`src/rtl/spi_debug_loader.sv`:
```
// Command decoder behind the SPI slave: loads instruction memory, runs/steps/stops the
// MIPS core and returns status, PC or register words for the next SPI transfer.
module spi_debug_loader #(
    parameter int NB_BITS    = 32,
    parameter int NB_ADDR    = 10,
    parameter int NB_REG_SEL = 5
) (
    input  logic                  i_clk,
    input  logic                  i_rst,
    input  logic [NB_BITS-1:0]    i_rx_data,
    input  logic                  i_rx_valid,
    input  logic                  i_halt,
    input  logic [NB_BITS-1:0]    i_pc,
    input  logic [NB_BITS-1:0]    i_reg_data,
    output logic [NB_BITS-1:0]    o_tx_data,
    output logic                  o_imem_we,
    output logic [NB_ADDR-1:0]    o_imem_addr,
    output logic [NB_BITS-1:0]    o_imem_data,
    output logic                  o_cpu_en,
    output logic                  o_cpu_rst,
    output logic [NB_REG_SEL-1:0] o_reg_sel,
    output logic                  o_busy
);
    localparam logic [7:0] OP_NOP    = 8'h00;
    localparam logic [7:0] OP_LOAD   = 8'h01;
    localparam logic [7:0] OP_RUN    = 8'h02;
    localparam logic [7:0] OP_STEP   = 8'h03;
    localparam logic [7:0] OP_STOP   = 8'h04;
    localparam logic [7:0] OP_RDREG  = 8'h05;
    localparam logic [7:0] OP_RDPC   = 8'h06;
    localparam logic [7:0] OP_CPURST = 8'h07;

    typedef enum logic [1:0] {ST_IDLE, ST_LOAD, ST_RUN, ST_READ} state_t;

    function automatic logic [NB_BITS-1:0] status_word(input logic running, input logic halted);
        return {8'hA5, 7'b0, running, halted, 15'b0};
    endfunction

    state_t                state_q, state_d;
    logic [NB_ADDR-1:0]    cnt_q, cnt_d;
    logic [NB_ADDR-1:0]    addr_q, addr_d;
    logic                  halted_q, halted_d;
    logic [NB_BITS-1:0]    tx_q, tx_d;
    logic                  we_q, we_d;
    logic [NB_ADDR-1:0]    imem_addr_q, imem_addr_d;
    logic [NB_BITS-1:0]    imem_data_q, imem_data_d;
    logic                  cpu_en_q, cpu_en_d;
    logic                  cpu_rst_q, cpu_rst_d;
    logic [NB_REG_SEL-1:0] reg_sel_q, reg_sel_d;
    logic                  busy_q, busy_d;

    logic [7:0]            opcode;
    logic [NB_ADDR-1:0]    arg;
    logic [NB_BITS-1:0]    error_word;

    assign opcode     = i_rx_data[NB_BITS-1 -: 8];
    assign arg        = i_rx_data[NB_ADDR-1:0];
    assign error_word = {8'hEE, 16'h0, opcode};

    // Pulses (we, cpu_rst) and cpu_en default low so they only last one cycle unless held.
    always_comb begin
        state_d     = state_q;
        cnt_d       = cnt_q;
        addr_d      = addr_q;
        halted_d    = halted_q;
        tx_d        = tx_q;
        we_d        = 1'b0;
        imem_addr_d = imem_addr_q;
        imem_data_d = imem_data_q;
        cpu_en_d    = 1'b0;
        cpu_rst_d   = 1'b0;
        reg_sel_d   = reg_sel_q;
        busy_d      = busy_q;
        case (state_q)
            ST_IDLE: begin
                if (i_rx_valid) begin
                    case (opcode)
                        OP_NOP: tx_d = status_word(1'b0, halted_q);
                        OP_LOAD: begin
                            if (arg == '0) begin
                                tx_d = status_word(1'b0, halted_q);
                            end else begin
                                cnt_d   = arg;
                                addr_d  = '0;
                                busy_d  = 1'b1;
                                state_d = ST_LOAD;
                            end
                        end
                        OP_RUN: begin
                            cpu_en_d = 1'b1;
                            halted_d = 1'b0;
                            tx_d     = status_word(1'b1, 1'b0);
                            state_d  = ST_RUN;
                        end
                        OP_STEP: cpu_en_d = 1'b1;
                        OP_RDREG: begin
                            reg_sel_d = i_rx_data[NB_REG_SEL-1:0];
                            state_d   = ST_READ;
                        end
                        OP_RDPC: tx_d = i_pc;
                        OP_CPURST: begin
                            cpu_rst_d = 1'b1;
                            halted_d  = 1'b0;
                        end
                        default: tx_d = error_word;
                    endcase
                end
            end
            ST_LOAD: begin
                if (i_rx_valid) begin
                    we_d        = 1'b1;
                    imem_addr_d = addr_q;
                    imem_data_d = i_rx_data;
                    addr_d      = addr_q + NB_ADDR'(1);
                    cnt_d       = cnt_q - NB_ADDR'(1);
                    if (cnt_q == NB_ADDR'(1)) begin
                        busy_d  = 1'b0;
                        tx_d    = status_word(1'b0, halted_q);
                        state_d = ST_IDLE;
                    end
                end
            end
            ST_RUN: begin
                // A halt drops any word strobed in the same cycle.
                if (i_halt) begin
                    halted_d = 1'b1;
                    tx_d     = status_word(1'b0, 1'b1);
                    state_d  = ST_IDLE;
                end else begin
                    cpu_en_d = 1'b1;
                    if (i_rx_valid) begin
                        case (opcode)
                            OP_STOP: begin
                                cpu_en_d = 1'b0;
                                state_d  = ST_IDLE;
                            end
                            OP_RDPC: tx_d = i_pc;
                            default: tx_d = error_word;
                        endcase
                    end
                end
            end
            ST_READ: begin
                tx_d    = i_reg_data;
                state_d = ST_IDLE;
            end
            default: state_d = ST_IDLE;
        endcase
    end

    always_ff @(posedge i_clk) begin
        if (i_rst) begin
            state_q     <= ST_IDLE;
            cnt_q       <= '0;
            addr_q      <= '0;
            halted_q    <= 1'b0;
            tx_q        <= status_word(1'b0, 1'b0);
            we_q        <= 1'b0;
            imem_addr_q <= '0;
            imem_data_q <= '0;
            cpu_en_q    <= 1'b0;
            cpu_rst_q   <= 1'b0;
            reg_sel_q   <= '0;
            busy_q      <= 1'b0;
        end else begin
            state_q     <= state_d;
            cnt_q       <= cnt_d;
            addr_q      <= addr_d;
            halted_q    <= halted_d;
            tx_q        <= tx_d;
            we_q        <= we_d;
            imem_addr_q <= imem_addr_d;
            imem_data_q <= imem_data_d;
            cpu_en_q    <= cpu_en_d;
            cpu_rst_q   <= cpu_rst_d;
            reg_sel_q   <= reg_sel_d;
            busy_q      <= busy_d;
        end
    end

    assign o_tx_data   = tx_q;
    assign o_imem_we   = we_q;
    assign o_imem_addr = imem_addr_q;
    assign o_imem_data = imem_data_q;
    assign o_cpu_en    = cpu_en_q;
    assign o_cpu_rst   = cpu_rst_q;
    assign o_reg_sel   = reg_sel_q;
    assign o_busy      = busy_q;
endmodule

```
`config.mk`:
```
export PLATFORM = sky130hd
export DESIGN_NAME = spi_debug_loader
export DESIGN_NICKNAME = d
export VERILOG_FILES = /design/src/rtl/spi_debug_loader.sv
export SDC_FILE = /design/constraint.sdc
export NUM_CORES = 1
export LEC_CHECK = 0
export CORE_MARGIN = 2
export CORE_UTILIZATION = 30
export CTS_BUF_LIST = sky130_fd_sc_hd__clkbuf_16
export CTS_CLUSTER_DIAMETER = 80
export DETAILED_ROUTE_END_ITERATION = 7
export SLEW_MARGIN = 20
export SYNTH_ARGS = -nofsm -noshare
export SYNTH_HDL_FRONTEND = slang
export SYNTH_SLANG_ARGS = --single-unit
```
`constraint.sdc`:
```
create_clock -name i_clk -period 6.4 [get_ports i_clk]
set_input_delay 1.28 -clock i_clk [delete_from_list [all_inputs] [get_ports i_clk]]
set_output_delay 1.28 -clock i_clk [all_outputs]
set_load 0.02 [all_outputs]
```
==> qor.txt, run 1 <==
n_diodes = 0
Setup Crit Path Kind = in2reg
CTS Sinks = 106
CP max FO = 17
RSZ-0062 raised after global routing = no
grt ovf = 0
initial drt markers = 307
vias = 5072
final setup fails = 0
WHS = 0.4538 ns
commonest non-fill, non-tap cells in the layout = clkdlybuf4s50_1 (181), nand2_1 (119), dfxtp_1 (106), a21oi_1 (93), nor2_1 (30)
synthesized flop and latch total = 106
first-pass GRT wire length = 26820 microns
Post-Route Skew = 0.009792 ns
fill count = 1633
Clk Tree Root Cell = clkbuf_16
all-layer global routing usage = 19.12%
top-area cell type share of the netlist area = 42.89%
synthesized area = 4947 sq um
max cap viols = 0
power per cell area = 196.4 nW/um^2
final max-slew violation count = 0
CP Data Arrival Time = 4.10 ns
total CTS buffers = 9
clock slew at reported path FFs = 0.07 ns
die area = 17530 sq um
fin area = 7156 sq um
Max-slew headroom = 27.19%
CTS resizes = 0
Slew @ Worst Pin = 1.092 ns
status = completed
number of warnings issued by yosys = 0
CP Capture Type = flip-flop
Crit path required time = 6.65 ns
Total Wirelength = 16830 microns
synth top area cells = dfxtp_1 (43%), a21oi_1 (9.4%), nand2_1 (9.1%)
io pins = 183
min Tclk post-route = 3.847 ns
layout cells sized above 1 = 6.324%
Setup TNS = 0 ns
Mapped Cells = 607
Initial Util = 30.92%
Core Region = 16000 sq um
vias in the first global route = 4913
final period utilization = 60.11%
Core Util, Final = 44.72%
Die X = 132.4 microns
hold buffer count at cts = 0
largest net degree at the start of global routing = 68
Post-synth EDFFs = 0
worst-skew pair later-pin latency = 0.35 ns
IO buf count = 182
Leak = 2.403 nW
f_max = 0.2599 GHz
Syn Nets = 710
H-tree Lvls = 3
remaining antenna violation count = 0
routed len/inst = 17.26 microns
area growth from synthesis to layout = 44.64%
area post-placement = 6865 sq um
syn_area_per_cell = 8.150 sq um
CTS tree = done
commonest non-fill, non-tap cell in the layout = clkdlybuf4s50_1
post-synthesis sequential area ratio = 42.89%
Vias/cell = 5.202
area leader, netlist = dfxtp_1
number of setup buffers added after CTS = 0
asr flop ratio synth = 0%
DRC Markers = 0
Die H = 132.4 microns
first-pass iteration count of the detailed router = 5
clk buf depth = 2
Startpoint Class = primary input
row count = 46
VDD IR-drop max = 0.0001178 V
initial antenna violation count = 0
hold crit path type = reg2reg
Hold Vio Cnt, Final = 0
Synth cell types = 62
nets = 857
gp weighted congestion = 0.8313
Synth Flop Type = dfxtp_1
dpl hpwl = 12280 microns
==> state kept, by name, summed over array words and instances (netlist names) <==
register     flops
addr_q          10
cnt_q           10
halted_q         1
o_busy           1
o_cpu_en         1
o_cpu_rst        1
o_imem_addr     10
o_imem_data     32
o_imem_we        1
o_reg_sel        5
o_tx_data       32
state_q          2
==> worst paths after layout <==
path                                     start             end  slack (ns)  depth (start not counted)
worst min-delay path            o_imem_data[0]  o_imem_data[0]        0.45                          2
worst max register to register      state_q[0]    o_tx_data[8]        3.37                          5
worst min register to register  o_imem_data[0]  o_imem_data[0]        0.45                          2
worst max-delay path             i_rx_data[26]    o_tx_data[8]        2.55                          6
==> metal layers <==
layer	up-vias	part of all wire, %	GRT usage, %	routed length, microns
met3	15	7.2	4.674	1215
li1	2505	-	-	-
met2	181	48	31.98	8030
met5	-	0	0	0
met4	0	1.6	6.153	272
met1	2371	43	24.23	7309
==> stage by stage <==
stage / worst slack, ns / cells / power, mW
3_5_place_dp: 1.999 / 959 / 0.8730
4_1_cts: 2.362 / 975 / 1.425
2_1_floorplan: 3.366 / 607 / 0.7654
6_report: 2.553 / 975 / 1.405
5_1_grt: 2.331 / 975 / 1.462
3_3_place_gp: 2.060 / 959 / 0.8714
==> cell families (layout without fill, tap and decap cells) <==
| family | after synthesis | count (layout) | share of synthesized area [%] |
|---|---|---|---|
| and+or+nand+nor | 223 | 223 | 21.55 |
| AOI/OAI and AO/OA | 208 | 208 | 27.74 |
| DFF | 106 | 106 | 42.89 |
| buffers and inverters | 54 | 206 | 4.527 |
| muxes | 7 | 7 | 1.467 |
| xor gates and xnor gates | 6 | 6 | 1.062 |
| adders and majority gates | 3 | 3 | 0.7588 |
==> worst max-delay path, cell delays in order <==
cell and delay (ns):
clkdlybuf4s50_1 0.90, and4bb_1 0.45, nand2_1 0.31, nor2_2 0.69, a22oi_1 0.15, a211oi_1 0.31
==> power by group <==
part | internal, mW | switching [mW] | total (mW)
logic | 0.0950 | 0.0840 | 0.179
registers | 0.672 | 0.00747 | 0.680
clock network | 0.300 | 0.247 | 0.547
==> cell usage after synthesis, drive strengths merged (2+ instances only) <==
cell / instances
o41ai: 2
a221oi: 2
a32oi: 3
dfxtp: 106
ha: 3
nand2: 120
nand4: 6
or3: 6
nor3: 15
a21o: 2
nor2b: 7
a22oi: 16
a31oi: 6
a211oi: 21
a31o: 5
o22a: 3
mux2: 2
o22ai: 3
inv: 4
o21ai: 24
or2: 3
o31a: 2
nand3: 4
nor4: 8
xnor2: 5
or4: 7
o211ai: 7
and4b: 3
nor2: 32
nor4b: 3
clkbuf: 37
buf: 12
a311oi: 6
a21oi: 93
mux2i: 5
a2111oi: 3
o32ai: 4
nand2b: 3
and3: 2
==> cell type report <==
class                           instances  area [sq um]  share of cell area [%]
Inverter                                5         18.77                  0.2623
Tap cell                              216         270.3                   3.777
Clock inverter                          7         60.06                  0.8393
Multi-Input combinational cell        447          2618                   36.58
Clock buffer                            9         225.2                   3.147
Timing Repair Buffer                  185          1842                   25.74
Sequential cell                       106          2122                   29.66
(Power assumes the default switching activity.)
==> run 2, diff against run 1 <==
clock period = 3.2 ns   (was 6.4 ns; I/O delays follow)
==> run 2 against run 1 <==
Against the previous run: non-clock buffer count up 32; critical path type unchanged; count of clock-buffer cells in the layout unchanged; routed wire length up 1.8%; flip-flop and latch count unchanged; register-to-register slack worse by 2.5 ns; combinational power up 110%; die area unchanged; global-route usage up 0.23 points; critical endpoint is now o_tx_data[25]; cell area up 3.2%; total power up 98%.
==> qor.txt, run 2 (same netlist as run 1, synthesis figures left out) <==
status = completed
max cap viols = 0
CP Capture Type = flip-flop
nets = 889
CTS Sinks = 106
RSZ-0062 raised after global routing = no
vias = 5259
Core Util, Final = 46.16%
Setup Crit Path Kind = in2reg
clock slew at reported path FFs = 0.07 ns
Leak = 2.552 nW
hold buffer count at cts = 0
commonest non-fill, non-tap cells in the layout = clkdlybuf4s50_1 (181), nand2_1 (119), dfxtp_1 (106), a21oi_1 (93), buf_4 (35)
Post-Route Skew = 0.009090 ns
number of setup buffers added after CTS = 0
CP max FO = 11
dpl hpwl = 12870 microns
gp weighted congestion = 0.8897
fin cells = 1006
remaining antenna violation count = 0
Hold Path Stages = 2
Startpoint Class = primary input
Hold Vio Cnt, Final = 0
H-tree Lvls = 3
first-pass iteration count of the detailed router = 4
n_diodes = 0
Setup TNS = 0 ns
VDD IR-drop max = 0.0002841 V
CTS tree = done
R2R Setup Slk = 0.90 ns
Placed Cells = 991
commonest non-fill, non-tap cell in the layout = clkdlybuf4s50_1
Slew @ Worst Pin = 0.6568 ns
Tot Pwr = 2.777 mW
Clk Tree Root Cell = clkbuf_16
Initial Util = 30.92%
total CTS buffers = 9
initial antenna violation count = 0
area growth from synthesis to layout = 49.29%
Core Region = 16000 sq um
layout cells sized above 1 = 10.13%
worst-skew pair later-pin latency = 0.36 ns
row count = 46
vias in the first global route = 5159
clk buf depth = 2
Die H = 132.4 microns
power per cell area = 376.0 nW/um^2
Die X = 132.4 microns
IO buf count = 182
io pins = 183
initial drt markers = 410
CP Data Arrival Time = 3.02 ns
final period utilization = 86.64%
f_max = 0.3607 GHz
area post-placement = 7118 sq um
min Tclk post-route = 2.772 ns
largest net degree at the start of global routing = 36
Max-slew headroom = 56.06%
first-pass GRT wire length = 27150 microns
hold crit path type = reg2reg
routed len/inst = 17.03 microns
grt ovf = 0
die area = 17530 sq um
CTS resizes = 0
Total Wirelength = 17130 microns
DRC Markers = 0
Crit path required time = 3.45 ns
Vias/cell = 5.228
all-layer global routing usage = 19.35%
final max-slew violation count = 0
final setup fails = 0
FF-to-FF path depth = 5
fin area = 7386 sq um
run 2: cell types whose count changed in the layout (fill, tap and decap cells not counted):
cell,change
clkinv_2,-1
nor3_2,-1
clkinvlp_4,+1
nor3_1,+1
bufinv_16,-1
inv_6,+1
clkinv_4,+1
clkinv_1,-2
buf_4,+31
buf_12,+1
run 2: final timing paths:
check                        from              end
setup / recovery    i_rx_data[27]    o_tx_data[25]
hold / removal    o_imem_data[17]  o_imem_data[17]
setup reg to reg       state_q[1]         cnt_q[6]
hold reg to reg   o_imem_data[17]  o_imem_data[17]
run 2: power breakdown:
part	total (mW)	switching (mW)	internal, mW	leakage, nW
Sequential	1.36	0.0161	1.34	0.860
Combinational	0.377	0.172	0.206	1.56
Clock	1.04	0.513	0.527	0.133
Total	2.78	0.701	2.08	2.55
run 2: layout make-up:
cell class | instances | area [sq um]
Clock buffer | 9 | 225.2
Clock inverter | 6 | 42.54
Fill cell | 1625 | 8615
Inverter | 5 | 18.77
Multi-Input combinational cell | 447 | 2613
Sequential cell | 106 | 2122
Tap cell | 216 | 270.3
Timing Repair Buffer | 217 | 2095
run 2: metrics by stage:
step,hold slack [ns],setup slack [ns]
CTS,0.4575,0.4201
global placement,0.4409,0.1369
detailed placement,0.4478,0.04468
global route,0.4728,0.3154
finish,0.4547,0.4275
floorplan,0.4410,0.8057
run 2: metal layers:
| metal | track usage, % | vias to the layer above | routed length [microns] |
|---|---|---|---|
| met5 | 0 | - | 0 |
| met3 | 5.019 | 14 | 1297 |
| met1 | 24.30 | 2492 | 7386 |
| met4 | 6.272 | 0 | 262 |
| met2 | 32.38 | 193 | 8186 |
| li1 | - | 2560 | - |
run 2: worst max-delay path, cell delays in order:
cell,delay [ns]
clkdlybuf4s50_1,0.45
or4_1,0.73
o41ai_4,0.36
a32o_2,0.34
buf_4,0.20
a2111oi_0,0.06
a31o_2,0.24
==> run 3, diff against run 2 <==
CAP_MARGIN = 10   (was default)
GPL_TIMING_DRIVEN = 0   (was default)
SKIP_CTS_REPAIR_TIMING = 1   (was default)
==> run 3 against run 2 <==
Against the previous run: routed wire length up 4.2%; register-to-register slack worse by 0.17 ns; global-route usage up 0.80 points; first-iteration DRC count down 8.5%; worst setup slack worse by 0.21 ns; final cell count up 1.4%; largest cell class unchanged; largest power group unchanged; highest routed layer unchanged; clock skew down 0.0038 ns; cell area down 0.86%; combinational power about the same; total power up 2.4%; maximum frequency down 7.2%.
==> qor.txt, run 3 (same netlist as run 1, synthesis figures left out) <==
Slew @ Worst Pin = 0.8435 ns
Post-Route Skew = 0.005313 ns
crit-path leading delay family = simple AND/OR/NAND/NOR gates
Tot Pwr = 2.844 mW
f_max = 0.3348 GHz
first-pass GRT wire length = 27900 microns
Die X = 132.4 microns
commonest non-fill, non-tap cells in the layout = clkdlybuf4s50_1 (181), nand2_1 (120), dfxtp_1 (106), a21oi_1 (93), clkbuf_1 (37)
worst-skew pair later-pin latency = 0.36 ns
Die H = 132.4 microns
final max-slew violation count = 0
r2r startpoint = state_q[0]
WHS = 0.4537 ns
Core Region = 16000 sq um
initial drt markers = 375
CTS tree = done
Worst Min Path Start = o_imem_addr[6]
R2R Setup Slk = 0.73 ns
dpl hpwl = 13730 microns
DRC Markers = 0
Core Util, Final = 45.76%
area post-placement = 7029 sq um
power per cell area = 388.4 nW/um^2
n_diodes = 0
Setup Crit Path Kind = in2reg
vias in the first global route = 5232
Crit path required time = 3.47 ns
row count = 46
nets = 902
Setup WS post-layout = 0.2131 ns
min Tclk post-route = 2.987 ns
WP buf/inv = 2
die area = 17530 sq um
status = completed
hold endpoint = o_imem_addr[6]
VDD IR-drop max = 0.0002490 V
Critical Path, Cell by Cell = clkdlybuf4s50_1, nor4_4, nand2_1, nor2_2, buf_2, nand2_1, a311oi_1
first-pass iteration count of the detailed router = 5
CP Data Arrival Time = 3.26 ns
CP max FO = 10
Critical Path Max Stage Delay = 0.58 ns
final setup fails = 0
layout cells sized above 1 = 6.468%
Startpoint Class = primary input
clock slew at reported path FFs = 0.07 ns
total CTS buffers = 9
initial antenna violation count = 0
RSZ-0062 raised after global routing = no
CP Capture Type = flip-flop
commonest non-fill, non-tap cell in the layout = clkdlybuf4s50_1
Clk Tree Root Cell = clkbuf_16
cell mode on critical path = nand2_1
CTS Sinks = 106
fin area = 7322 sq um
clk buf depth = 2
gp weighted congestion = 0.8530
io pins = 183
largest net degree at the start of global routing = 17
Hold Path Stages = 2
Initial Util = 30.92%
all-layer global routing usage = 20.14%
H-tree Lvls = 3
Max stage delay cell, worst path = nor4_4
Total Wirelength = 17850 microns
IO buf count = 181
Leak = 2.480 nW
Hold Vio Cnt, Final = 0
max cap viols = 0
Max-slew headroom = 43.33%
area growth from synthesis to layout = 48.00%
routed len/inst = 17.50 microns
FF-to-FF path depth = 6
grt ovf = 0
worst slack, placed = -0.1980 ns
final period utilization = 93.34%
Vias/cell = 5.203
remaining antenna violation count = 0
hold crit path type = reg2reg
R2R Path End = o_tx_data[28]
vias = 5307
-- run 3: changes by cell type in the layout (fill, tap and decap cells not counted), moves of 2 or more --
cell | before | now
buf_4 | 35 | 1
buf_1 | 0 | 2
buf_2 | 0 | 8
clkinv_2 | 1 | 3
clkbuf_1 | 0 | 37
-- run 3: metrics by stage --
step | setup TNS [ns] | cells
2_1_floorplan | 0 | 607
3_3_place_gp | -1.947 | 1004
3_5_place_dp | -2.757 | 1004
4_1_cts | 0 | 1020
5_1_grt | 0 | 1020
6_report | 0 | 1020
-- run 3: worst max-delay path by stage --
stage | cells past startpoint | start | endpoint
floorplan | 6 | i_rx_data[27] | o_tx_data[1]
global placement | 7 | i_rx_data[27] | o_tx_data[3]
detailed placement | 7 | i_rx_data[27] | o_tx_data[3]
CTS | 7 | i_rx_data[27] | o_tx_data[3]
global route | 7 | i_rx_data[30] | o_tx_data[16]
finish | 7 | i_rx_data[30] | o_tx_data[3]
-- run 3: power breakdown --
group,switching (mW),internal (mW)
combinational,0.181,0.196
clock,0.507,0.600
sequential,0.0158,1.34
-- run 3: area by class of cell --
class                           instances  area [sq um]
Fill cell                            1618          8678
Multi-Input combinational cell        447          2608
Sequential cell                       106          2122
Timing Repair Buffer                  181          1812
Tap cell                              216         270.3
Clock buffer                            9         225.2
Buffer                                 49         205.2
Clock inverter                          7         61.31
Inverter                                5         18.77
-- run 3: per-layer routing --
| metal | vias to the layer above | wire length (microns) | GRT usage (%) |
|---|---|---|---|
| met3 | 20 | 1439 | 5.287 |
| met2 | 203 | 8348 | 32.96 |
| li1 | 2597 | - | - |
| met1 | 2487 | 7775 | 25.73 |
| met4 | 0 | 291 | 6.930 |
| met5 | - | 0 | 0 |
-- run 3: worst register-to-register path: stages (launching register included) --
cell and delay, ns:
dfxtp_1 0.42, clkbuf_1 0.40, and2_1 0.19, clkbuf_1 0.34, clkbuf_1 0.56, a22oi_1 0.23, a211oi_2 0.25
